File: src/rtl/keyboard_ctrl_fsm.sv
// keyboard_ctrl_fsm
//   Registered decoder for playback commands typed as ASCII keys. It holds
//   the play/pause state and the forward/backward direction. It also
//   provides edge-qualified key acceptance, a restart pulse and a saturating
//   playback-speed divider. It sits between the PS/2 ASCII decoder and the
//   audio address counter / sample-rate clock divider.
//
// Ports
//   clk        in   1      system clock, rising-edge active
//   reset      in   1      asynchronous, active-high reset
//   letters    in   8      ASCII code of the last key
//   key_valid  in   1      high while letters carries a valid key
//   direction  out  2      {play, forward}
//   speed_div  out  DIV_W  current sample-rate divider
//   restart    out  1      one-cycle pulse: rewind address counter to track start
//   cmd_ack    out  1      one-cycle pulse: a recognised key was executed
//
// Build option
//   KEYBOARD_LOWERCASE_EN  when defined, lowercase e/d/f/b/u/s/r act like uppercase
//
// Parameter legality: DIV_MIN <= DIV_DEFAULT <= DIV_MAX < 2**DIV_W, DIV_STEP > 0.
module keyboard_ctrl_fsm #(
  parameter int DIV_W       = 16,
  parameter int DIV_DEFAULT = 1000,
  parameter int DIV_MIN     = 100,
  parameter int DIV_MAX     = 4000,
  parameter int DIV_STEP    = 100
) (
  input  logic             clk,
  input  logic             reset,
  input  logic [7:0]       letters,
  input  logic             key_valid,
  output logic [1:0]       direction,
  output logic [DIV_W-1:0] speed_div,
  output logic             restart,
  output logic             cmd_ack
);

  // State encoding is the direction output itself: {play, forward}.
  typedef enum logic [1:0] {
    PAUSE_BWD = 2'b00,
    PAUSE_FWD = 2'b01,
    PLAY_BWD  = 2'b10,
    PLAY_FWD  = 2'b11
  } state_t;

  typedef enum logic [2:0] {
    CMD_NONE,
    CMD_PLAY,
    CMD_PAUSE,
    CMD_FWD,
    CMD_BWD,
    CMD_FASTER,
    CMD_SLOWER,
    CMD_RESTART
  } cmd_t;

  // Saturation limits are compared one bit wider than the divider so that
  // neither the limit nor the divider can wrap.
  localparam logic [DIV_W:0]   FAST_LIM     = (DIV_W+1)'(DIV_MIN + DIV_STEP);
  localparam bit               SLOW_STEP_OK = (DIV_STEP <= DIV_MAX);
  localparam logic [DIV_W:0]   SLOW_LIM     = (DIV_W+1)'(SLOW_STEP_OK ? DIV_MAX - DIV_STEP : 0);
  localparam logic [DIV_W-1:0] STEP_N       = DIV_W'(DIV_STEP);
  localparam logic [DIV_W-1:0] MIN_N        = DIV_W'(DIV_MIN);
  localparam logic [DIV_W-1:0] MAX_N        = DIV_W'(DIV_MAX);
  localparam logic [DIV_W-1:0] DEFAULT_N    = DIV_W'(DIV_DEFAULT);

  state_t           state_q;
  logic [DIV_W-1:0] speed_q;
  logic             key_valid_q;
  logic             restart_q;
  logic             cmd_ack_q;

  logic             accept;
  cmd_t             cmd;
  logic [DIV_W:0]   speed_wide;
  logic [DIV_W-1:0] faster_d;
  logic [DIV_W-1:0] slower_d;

  // Rising edge of key_valid only; key_valid_q resets high so a key held
  // through reset is ignored until it is released and pressed again.
  assign accept = key_valid & ~key_valid_q;

  always_comb begin
    cmd = CMD_NONE;
    case (letters)
      8'h45: cmd = CMD_PLAY;
      8'h44: cmd = CMD_PAUSE;
      8'h46: cmd = CMD_FWD;
      8'h42: cmd = CMD_BWD;
      8'h55: cmd = CMD_FASTER;
      8'h53: cmd = CMD_SLOWER;
      8'h52: cmd = CMD_RESTART;
`ifdef KEYBOARD_LOWERCASE_EN
      8'h65: cmd = CMD_PLAY;
      8'h64: cmd = CMD_PAUSE;
      8'h66: cmd = CMD_FWD;
      8'h62: cmd = CMD_BWD;
      8'h75: cmd = CMD_FASTER;
      8'h73: cmd = CMD_SLOWER;
      8'h72: cmd = CMD_RESTART;
`endif
      default: cmd = CMD_NONE;
    endcase
  end

  always_comb begin
    speed_wide = {1'b0, speed_q};
    faster_d   = (speed_wide >= FAST_LIM) ? speed_q - STEP_N : MIN_N;
    slower_d   = (SLOW_STEP_OK && (speed_wide <= SLOW_LIM)) ? speed_q + STEP_N : MAX_N;
  end

  always_ff @(posedge clk or posedge reset) begin
    if (reset) begin
      state_q     <= PAUSE_FWD;
      speed_q     <= DEFAULT_N;
      key_valid_q <= 1'b1;
      restart_q   <= 1'b0;
      cmd_ack_q   <= 1'b0;
    end else begin
      key_valid_q <= key_valid;
      restart_q   <= 1'b0;
      cmd_ack_q   <= 1'b0;
      if (accept) begin
        cmd_ack_q <= (cmd != CMD_NONE);
        case (cmd)
          CMD_PLAY:    state_q <= state_q[0] ? PLAY_FWD  : PLAY_BWD;
          CMD_PAUSE:   state_q <= state_q[0] ? PAUSE_FWD : PAUSE_BWD;
          CMD_FWD:     state_q <= state_q[1] ? PLAY_FWD  : PAUSE_FWD;
          CMD_BWD:     state_q <= state_q[1] ? PLAY_BWD  : PAUSE_BWD;
          CMD_FASTER:  speed_q <= faster_d;
          CMD_SLOWER:  speed_q <= slower_d;
          CMD_RESTART: restart_q <= 1'b1;
          default:     ;
        endcase
      end
    end
  end

  assign direction = state_q;
  assign speed_div = speed_q;
  assign restart   = restart_q;
  assign cmd_ack   = cmd_ack_q;

endmodule

File: config.mk
export PLATFORM = sky130hd
export DESIGN_NAME = keyboard_ctrl_fsm
export DESIGN_NICKNAME = d
export VERILOG_FILES = /design/src/rtl/keyboard_ctrl_fsm.sv
export SDC_FILE = /design/constraint.sdc
export NUM_CORES = 1
export LEC_CHECK = 0
export ABC_AREA = 1
export CAP_MARGIN = 20
export CORE_MARGIN = 4
export CORE_UTILIZATION = 47
export CTS_CLUSTER_SIZE = 25
export DETAILED_ROUTE_END_ITERATION = 16
export PLACE_DENSITY = 0.77
export SETUP_SLACK_MARGIN = 0.5
export SYNTH_ARGS = -nofsm -noshare
export SYNTH_HDL_FRONTEND = slang
export SYNTH_SLANG_ARGS = --single-unit
File: constraint.sdc
create_clock -name clk -period 1.5 [get_ports clk]
set_input_delay 0.3 -clock clk [delete_from_list [all_inputs] [get_ports clk]]
set_output_delay 0.3 -clock clk [all_outputs]
set_load 0.05 [all_outputs]
* Yosys cells after proc, flatten, opt, wreduce, memory -nomap -nowiden
Index checks and enable logic that the tools add are counted.
Operators by class: reduce and logical (&&, ||, !) cells 5, eq/ne operators 14, bitwise logic cells 2, muxes and demuxes 12, order comparisons 2, add/sub/neg operators 2
Operator list (count):
- $eq A8 B7 Y1 const B | 7
- $mux W16 | 2
- $pmux W16 S2 | 1
- $pmux W3 S7 | 1
- $add A16 B7 Y16 const B | 1
- $ge A16 B8 Y1 const B | 1
- $le A16 B12 Y1 const B | 1
- $sub A16 B7 Y16 const B | 1
- $eq A3 B3 Y1 const B | 4
- $pmux W2 S4 | 1
- $eq A3 B2 Y1 const B | 2
- $mux W1 | 5
- $mux W2 | 2
- $reduce_and A2 Y1 | 2
- $reduce_bool A4 Y1 | 1
- $eq A3 B1 Y1 const B | 1
- $reduce_bool A3 Y1 | 1
- $reduce_bool A2 Y1 | 1
- $and A1 B1 Y1 | 1
- $not A1 Y1 | 1
Storage, ports and cells: flip-flop bits (word level) 21, output and inout bits 20, input port bits 11

* Longest topological paths before layout
Gate-level depths: netlist of the first run.
word-level depth 5, depth in mapped cells 12, depth with buffers taken out 12

* Least setup slack after synthesis of the first run
Ideal clock, no wire load.
path kind register -> register, start reg speed_q[2], in the netlist speed_div[2], end reg speed_q[11], in the netlist speed_div[11], stages on the path, launching flop included 11, buffers on the path 0, setup time 118 ps, clock period less this slack 1830 ps, slack -330 ps, arrival time 1711 ps, cells stage by stage dfrtp_1 > inv_1 > ha_1 > inv_1 > nand2_1 > o21bai_1 > nand2_1 > nor2_1 > nor2_4 > nand3_1 > nand2_1
Between the ends: cells in the longest elaborated chain, start to end 3, elaborated cells between the ends (all ways) 7, classes of those cells 2 x add/sub; 2 x order compare; 3 x mux
Ends and longest elaborated chain:
- start: declaration | line 69 | logic [DIV_W-1:0] speed_q;
- start signal: assignment | line 131 | CMD_FASTER: speed_q <= faster_d;
- start signal: assignment | line 132 | CMD_SLOWER: speed_q <= slower_d;
- $add A16 B7 Y16, or another cell as far along | line 110 | slower_d = (SLOW_STEP_OK && (speed_wide <= SLOW_LIM)) ? speed_q + STEP_N : MAX_N;
- $mux W16, on equally long branches | line 110, 109
- $pmux W16 S2 (*) | line 126 | case (cmd)
Mark *: on every way between the ends. The rest lies on a longest branch, timed or not. A chain may end at the register's enable or synchronous reset.

* Worst setup path after layout of the first run
start reg speed_q[3], in the netlist speed_div[3], end reg speed_q[8], in the netlist speed_div[8]
The elaborated chain is that of the path after synthesis.

==> reports/qor.yml, run 1 <==
synth_commonest_cells: "sky130_fd_sc_hd__nand2_1, sky130_fd_sc_hd__inv_1, sky130_fd_sc_hd__nor2_1"
detail_route.vias_per_cell: 6.413
report.final.slew_viol_count: 0
layout-area-overhead-vs-synth_pct: 86.41
grtUsageMet1_pct: 37.24
multi_input_comb_area_um2: 1375
critical_path.startpoint_type: "flop"
hp-class: "primary input to flop"
total_power_uw: 1608
clk_transition_reported_paths_ps: 150
drive_above_1_share_pct: 58.72
seq_area_frac_synth_pct: 28.80
fin_crit_ps: 1830
synthMostInstantiatedCell: "sky130_fd_sc_hd__nand2_1"
postPlaceCellArea_um2: 2560
most_frequently_used_flop_master_after_synthesis: "sky130_fd_sc_hd__dfrtp_1"
yosysWarningCount: 0
die-area_um2: 4608
horiz_die_dim_um: 67.88
timing.fmax_ghz: 0.5464
grt_start_max_net_pins: 20
dieHeight_um: 67.88
final.setup.worst_slack_ps: -330.2
timing.setup.critical_path_class: "flop to flop"
p_leak_uw: 0.001551
vdd.ir_drop.worst_mv: 0.4668
violations: "negative setup slack"
fin_crit_sh_pct: 122.0
dp_worst_setup_slack_ps: -400.1
ctsHtreeMaxLevel: 1
async_flop_share_pct: 100.0
synth.distinct_cells: 35
post-route-drc-count: 0
nFillCells: 98
cts_hold_repair.buffers: 0
hold_viol: 0
congestion_overflow_gr: 0
grt_util_all_layers_pct: 30.88
totalWireLength_mm: 8.844
design.core.area_um2: 3390
grt_setup_unrepaired: "yes"
fin_util_pct: 92.69
final_antenna_net_count: 0
io_buffer_count: 28
final-setup-viol-count: 18
clock_latency_ps: 340
ys_seq_elements: 19
wire_length_of_the_first_global_routing_pass_mm: 10.71
cts_tree: "yes"
ys_top_cells_by_area: "sky130_fd_sc_hd__nand2_1, sky130_fd_sc_hd__dfrtp_1, sky130_fd_sc_hd__dfstp_2"
tritoncts_num_sinks: 19
grt.met2_usage_pct: 52.73
avgSynthCellArea_um2: 6.662
firstDrtPassIters: 7
initial_antenna_violation_count: 0
cts_buf_count: 3
maxCapViolCount: 0
regArea_um2: 499.2
detail_routed_net_length_per_standard_cell_um: 22.68
start_util_pct: 49.72
crit_required_ps: 1780
crit_path_max_fanout: 6
number_of_global_route_vias_before_repair: 2270
synth_enable_flop_cells: 0
synth_top_cell_area_share_pct: 17.15
setup_slack_of_the_most_critical_reg_to_reg_path_ps: -330
worst_setup_path_end_kind: "flop"
finished_layout_cell_area_um2: 3142
rows: 21
post_synth_instance_area_um2: 1685
clk_path_buf_depth: 2
routabilityCongestion: 0.8938
synth_top_cell_by_area: "sky130_fd_sc_hd__nand2_1"
run_status: "complete, but fails checks"
power_density_nw_per_um2: 511.9
drt_first_iter_violations: 556
place.detailed.hpwl_mm: 3.570
cp.arrival_ps: 2110
globalRoute.busiestLayer: "met2"
finalNetCount: 359
synthesized_instance_count: 253
globalRouteMet3Util_pct: 5.747
final.setup_skew_ps: 18.28
antenna_cells: 0
via_count: 2501
ctsRootBufferMaster: "sky130_fd_sc_hd__clkbuf_4"
pin_count: 31
## state kept, by name, summed over array words and instances (netlist names)
name	cells
direction	2
restart	1
cmd_ack	1
key_valid_q	1
speed_div	14
## power breakdown
group          total, µW  internal, µW  switching, µW  leakage (µW)
Sequential           587           550           36.6      0.000227
Combinational        703           291            412       0.00131
Clock                319           105            214     0.0000150
## layer usage
| metal | part of all wire, % | wire length (µm) |
|---|---|---|
| met4 | 7.1 | 630 |
| met1 | 35 | 3081 |
| met3 | 11 | 995 |
| met2 | 47 | 4137 |
| met5 | 0 | 0 |
## per-stage QoR
step / hold WS [ps] / cells / setup TNS, ps
floorplan: 245.1 / 254 / -1040
global placement: 475.7 / 364 / -5237
detailed placement: 473.7 / 364 / -5916
CTS: 232.6 / 380 / -840.9
global route: 208.9 / 390 / -3962
finish: 212.5 / 390 / -3188
## final timing paths
check,from,to,cells past startpoint
max,speed_div[3],speed_div[8],9
min,key_valid,key_valid_q,1
max reg2reg,speed_div[3],speed_div[8],9
min reg2reg,direction[0],direction[0],2
max in group asynchronous,reset,speed_div[3],3
min in group asynchronous,reset,speed_div[15],3
## cells by family (layout without fill, tap and decap cells)
| family | after synthesis | after routing | synth area share, % |
|---|---|---|---|
| fa+ha+maj | 3 | 3 | 2.227 |
| xor+xnor | 6 | 6 | 3.118 |
| buf+inv | 44 | 134 | 11.73 |
| other cells | 1 | 2 | 0.2225 |
| compound gates | 24 | 24 | 8.909 |
| simple gates | 156 | 156 | 44.99 |
| flops | 19 | 19 | 28.80 |
## repair_timing
item	4_1_cts	5_1_grt
setup endpoints to repair	36	35
setup buffers	12	10
resized for setup	104	45
pin swaps	26	34
## worst max-delay path, cell delays in order, from the launching register on
cell	delay, ps
sky130_fd_sc_hd__dfstp_4	680
sky130_fd_sc_hd__ha_1	190
sky130_fd_sc_hd__nand2_1	130
sky130_fd_sc_hd__nand3_1	130
sky130_fd_sc_hd__nand2_1	130
sky130_fd_sc_hd__inv_1	130
sky130_fd_sc_hd__nand2_1	80
sky130_fd_sc_hd__nand3_1	130
sky130_fd_sc_hd__nand3_2	90
sky130_fd_sc_hd__o21ai_1	90
## cell type report
class,count,area share [%]
repair buffers,93,32.78
inverters,37,4.898
flip-flops and latches,19,15.89
clock buffers,4,0.8363
multi-input cells,191,43.77
well taps,46,1.832
## layout by cell type, fill, tap and decap left out, drive strengths merged, types with 4 or more instances in the layout
cell	n
buf	91
nand2	85
inv	37
nor2	36
nand3	27
o21ai	14
dfrtp	11
dfstp	8
a21oi	5
xor2	4
nand4	4
clkbuf	4
No activity file was read; power rests on OpenSTA's default activity.
==> run 2: changes to the inputs <==
Settings changed: CORE_MARGIN 4 to 1.5, GPL_TIMING_DRIVEN set to 0.
==> reports/qor.yml, run 2 (synthesized netlist as in run 1, its figures left out) <==
vdd.ir_drop.worst_mv: 0.3559  # -24%
final_antenna_net_count: 0  # unchanged
wire_length_of_the_first_global_routing_pass_mm: 7.817  # -27%
detail_routed_net_length_per_standard_cell_um: 14.12  # -38%
io_buffer_count: 28  # unchanged
clk_path_buf_depth: 2  # unchanged
p_int_uw: 855.2  # -9.5%
power_frac_seq_pct: 41.5  # +5.0 points
swShare_pct: 38.70  # -2.5 points
clk_transition_reported_paths_ps: 120  # -30 ps
grt_start_max_net_pins: 20  # unchanged
final.setup_skew_ps: 15.72  # -2.564 ps
totalWireLength_mm: 5.070  # -43%
grt_setup_unrepaired: "yes"
horiz_die_dim_um: 62.88  # -7.4%
combinationalPowerShare_pct: 37.9  # -5.8 points
post-route-drc-count: 0  # unchanged
mostFrequentLayoutCells: "sky130_fd_sc_hd__nand2_1, sky130_fd_sc_hd__buf_4, sky130_fd_sc_hd__inv_1, sky130_fd_sc_hd__nand3_1, sky130_fd_sc_hd__buf_6"
final.setup.worst_slack_ps: -159.8  # +170.4 ps
p_leak_uw: 0.001315  # -15%
drive_above_1_share_pct: 48.56  # -10 points
final_common_cell: "sky130_fd_sc_hd__nand2_1"
pin_count: 31  # unchanged
antenna_cells: 0  # unchanged
ctsHtreeMaxLevel: 1  # unchanged
hp-class: "primary input to flop"
detail_route.vias_per_cell: 5.145  # -20%
dieHeight_um: 62.88  # -7.4%
finalNetCount: 328  # -8.6%
fin_crit_ps: 1660  # -170.4 ps
firstDrtPassIters: 4  # -3
start_util_pct: 49.72  # unchanged
initial_antenna_violation_count: 0  # unchanged
routabilityCongestion: 0.8533  # -4.5%
die-area_um2: 3954  # -14%
crit_required_ps: 1760  # -20 ps
layoutNonFillerInstCount: 359  # -7.9%
hold_viol: 0  # unchanged
relative_contribution_of_the_clock_network_to_total_power_pct: 20.6  # +0.8 points
worst_setup_path_end_kind: "flop"
tritoncts_num_sinks: 19  # unchanged
critical_path.startpoint_type: "flop"
timing.setup.critical_path_class: "flop to flop"
total_power_uw: 1395  # -13%
drt_first_iter_violations: 154  # -72%
design.core.area_um2: 3390  # unchanged
via_count: 1847  # -26%
cp.arrival_ps: 1920  # -190 ps
congestion_overflow_gr: 0  # unchanged
ctsRootBufferMaster: "sky130_fd_sc_hd__clkbuf_4"
maxCapViolCount: 0  # unchanged
finished_layout_cell_area_um2: 2589  # -18%
crit_path_max_fanout: 5  # -1
rows: 21  # unchanged
cts_tree: "yes"
report.final.slew_viol_count: 0  # unchanged
grt_util_all_layers_pct: 23.89  # -7.0 points
power_density_nw_per_um2: 538.9  # +5.3%
run_status: "complete, but fails checks"
largest_register_ff_count: 14  # unchanged
cts_hold_repair.buffers: 0  # unchanged
fin_util_pct: 76.38  # -16 points
switchingPower_uw: 539.8  # -19%
timing.fmax_ghz: 0.6025  # +10%
number_of_global_route_vias_before_repair: 1777  # -22%
final-setup-viol-count: 15  # -3
nFillCells: 228  # +130%
violations: "negative setup slack"
dp_cells: 328  # -9.9%
place.detailed.hpwl_mm: 2.882  # -19%
cts_buf_count: 3  # unchanged
layout-area-overhead-vs-synth_pct: 53.60
postPlaceCellArea_um2: 2112  # -17%
fin_crit_sh_pct: 110.7  # -11 points
clock_latency_ps: 330  # about the same
==> run 2: changes by cell type in the layout (fill, tap and decap cells not counted), sizes merged <==
cell          change
buf              -34
clkbuf            +3
clkinvlp          +1
dlygate4sd2       -1
dlymetal6s2s      +1
inv               -1
==> run 2: cell type report <==
| class | count | area [µm²] | area share, % |
|---|---|---|---|
| Multi-Input combinational cell | 191 | 1226 | 47.37 |
| Inverter | 37 | 162.7 | 6.283 |
| Buffer | 7 | 71.32 | 2.755 |
| Tap cell | 46 | 57.56 | 2.223 |
| Timing Repair Buffer | 55 | 544.3 | 21.02 |
| Sequential cell | 19 | 500.5 | 19.33 |
| Clock buffer | 4 | 26.28 | 1.015 |
==> run 2: power groups by stage <==
stage	logic [µW]	clock network (µW)	registers [µW]
finish	529	288	579
global route	569	321	583
CTS	489	289	578
detailed placement	417	0	584
global placement	412	0	583
floorplan	220	0	664
==> run 2: worst max-delay path: stages (launching register included) <==
cell and delay, ps:
sky130_fd_sc_hd__dfrtp_2 450, sky130_fd_sc_hd__inv_4 70, sky130_fd_sc_hd__ha_1 200, sky130_fd_sc_hd__inv_1 50, sky130_fd_sc_hd__nand2_1 50, sky130_fd_sc_hd__o21bai_1 200, sky130_fd_sc_hd__nand2_2 130, sky130_fd_sc_hd__buf_4 160
sky130_fd_sc_hd__nand3_1 80, sky130_fd_sc_hd__a21oi_2 60, sky130_fd_sc_hd__a21oi_1 150
==> run 2: repair_timing <==
action | in CTS | in global routing
setup endpoints to repair | 36 | 46
buffers inserted | 20 | 7
pin swaps | 11 | 14
gates resized for setup | 193 | 43
==> run 2: stage by stage <==
stage	hold WS, ps	setup TNS [ps]	worst slack, ps
6_report	122.1	-1547	-159.8
2_1_floorplan	245.1	-1040	-120.1
3_5_place_dp	463.1	-7645	-434.8
3_3_place_gp	451.6	-7392	-425.6
5_1_grt	110.6	-2897	-290.6
4_1_cts	430.2	-820.9	-108.0
==> run 2: worst paths after layout <==
kind,cells after the start,to,startpoint,slack (ps)
worst min register to register,2,direction[0],direction[0],490
worst min-delay path,1,key_valid_q,key_valid,120
min in group asynchronous,2,speed_div[10],reset,320
max in group asynchronous,2,key_valid_q,reset,840
worst max register to register,10,speed_div[6],speed_div[2],-160
worst max-delay path,10,speed_div[6],speed_div[2],-160
==> run 2: layer usage <==
layer | wire length, µm | vias to the layer above | part of all wire, % | GRT usage, %
met2 | 2749 | 60 | 54 | 41.76
met1 | 2005 | 870 | 40 | 30.40
li1 | - | 912 | - | -
met5 | 0 | - | 0 | 0
met4 | 31 | 0 | 0.61 | 6.111
met3 | 283 | 5 | 5.6 | 3.964
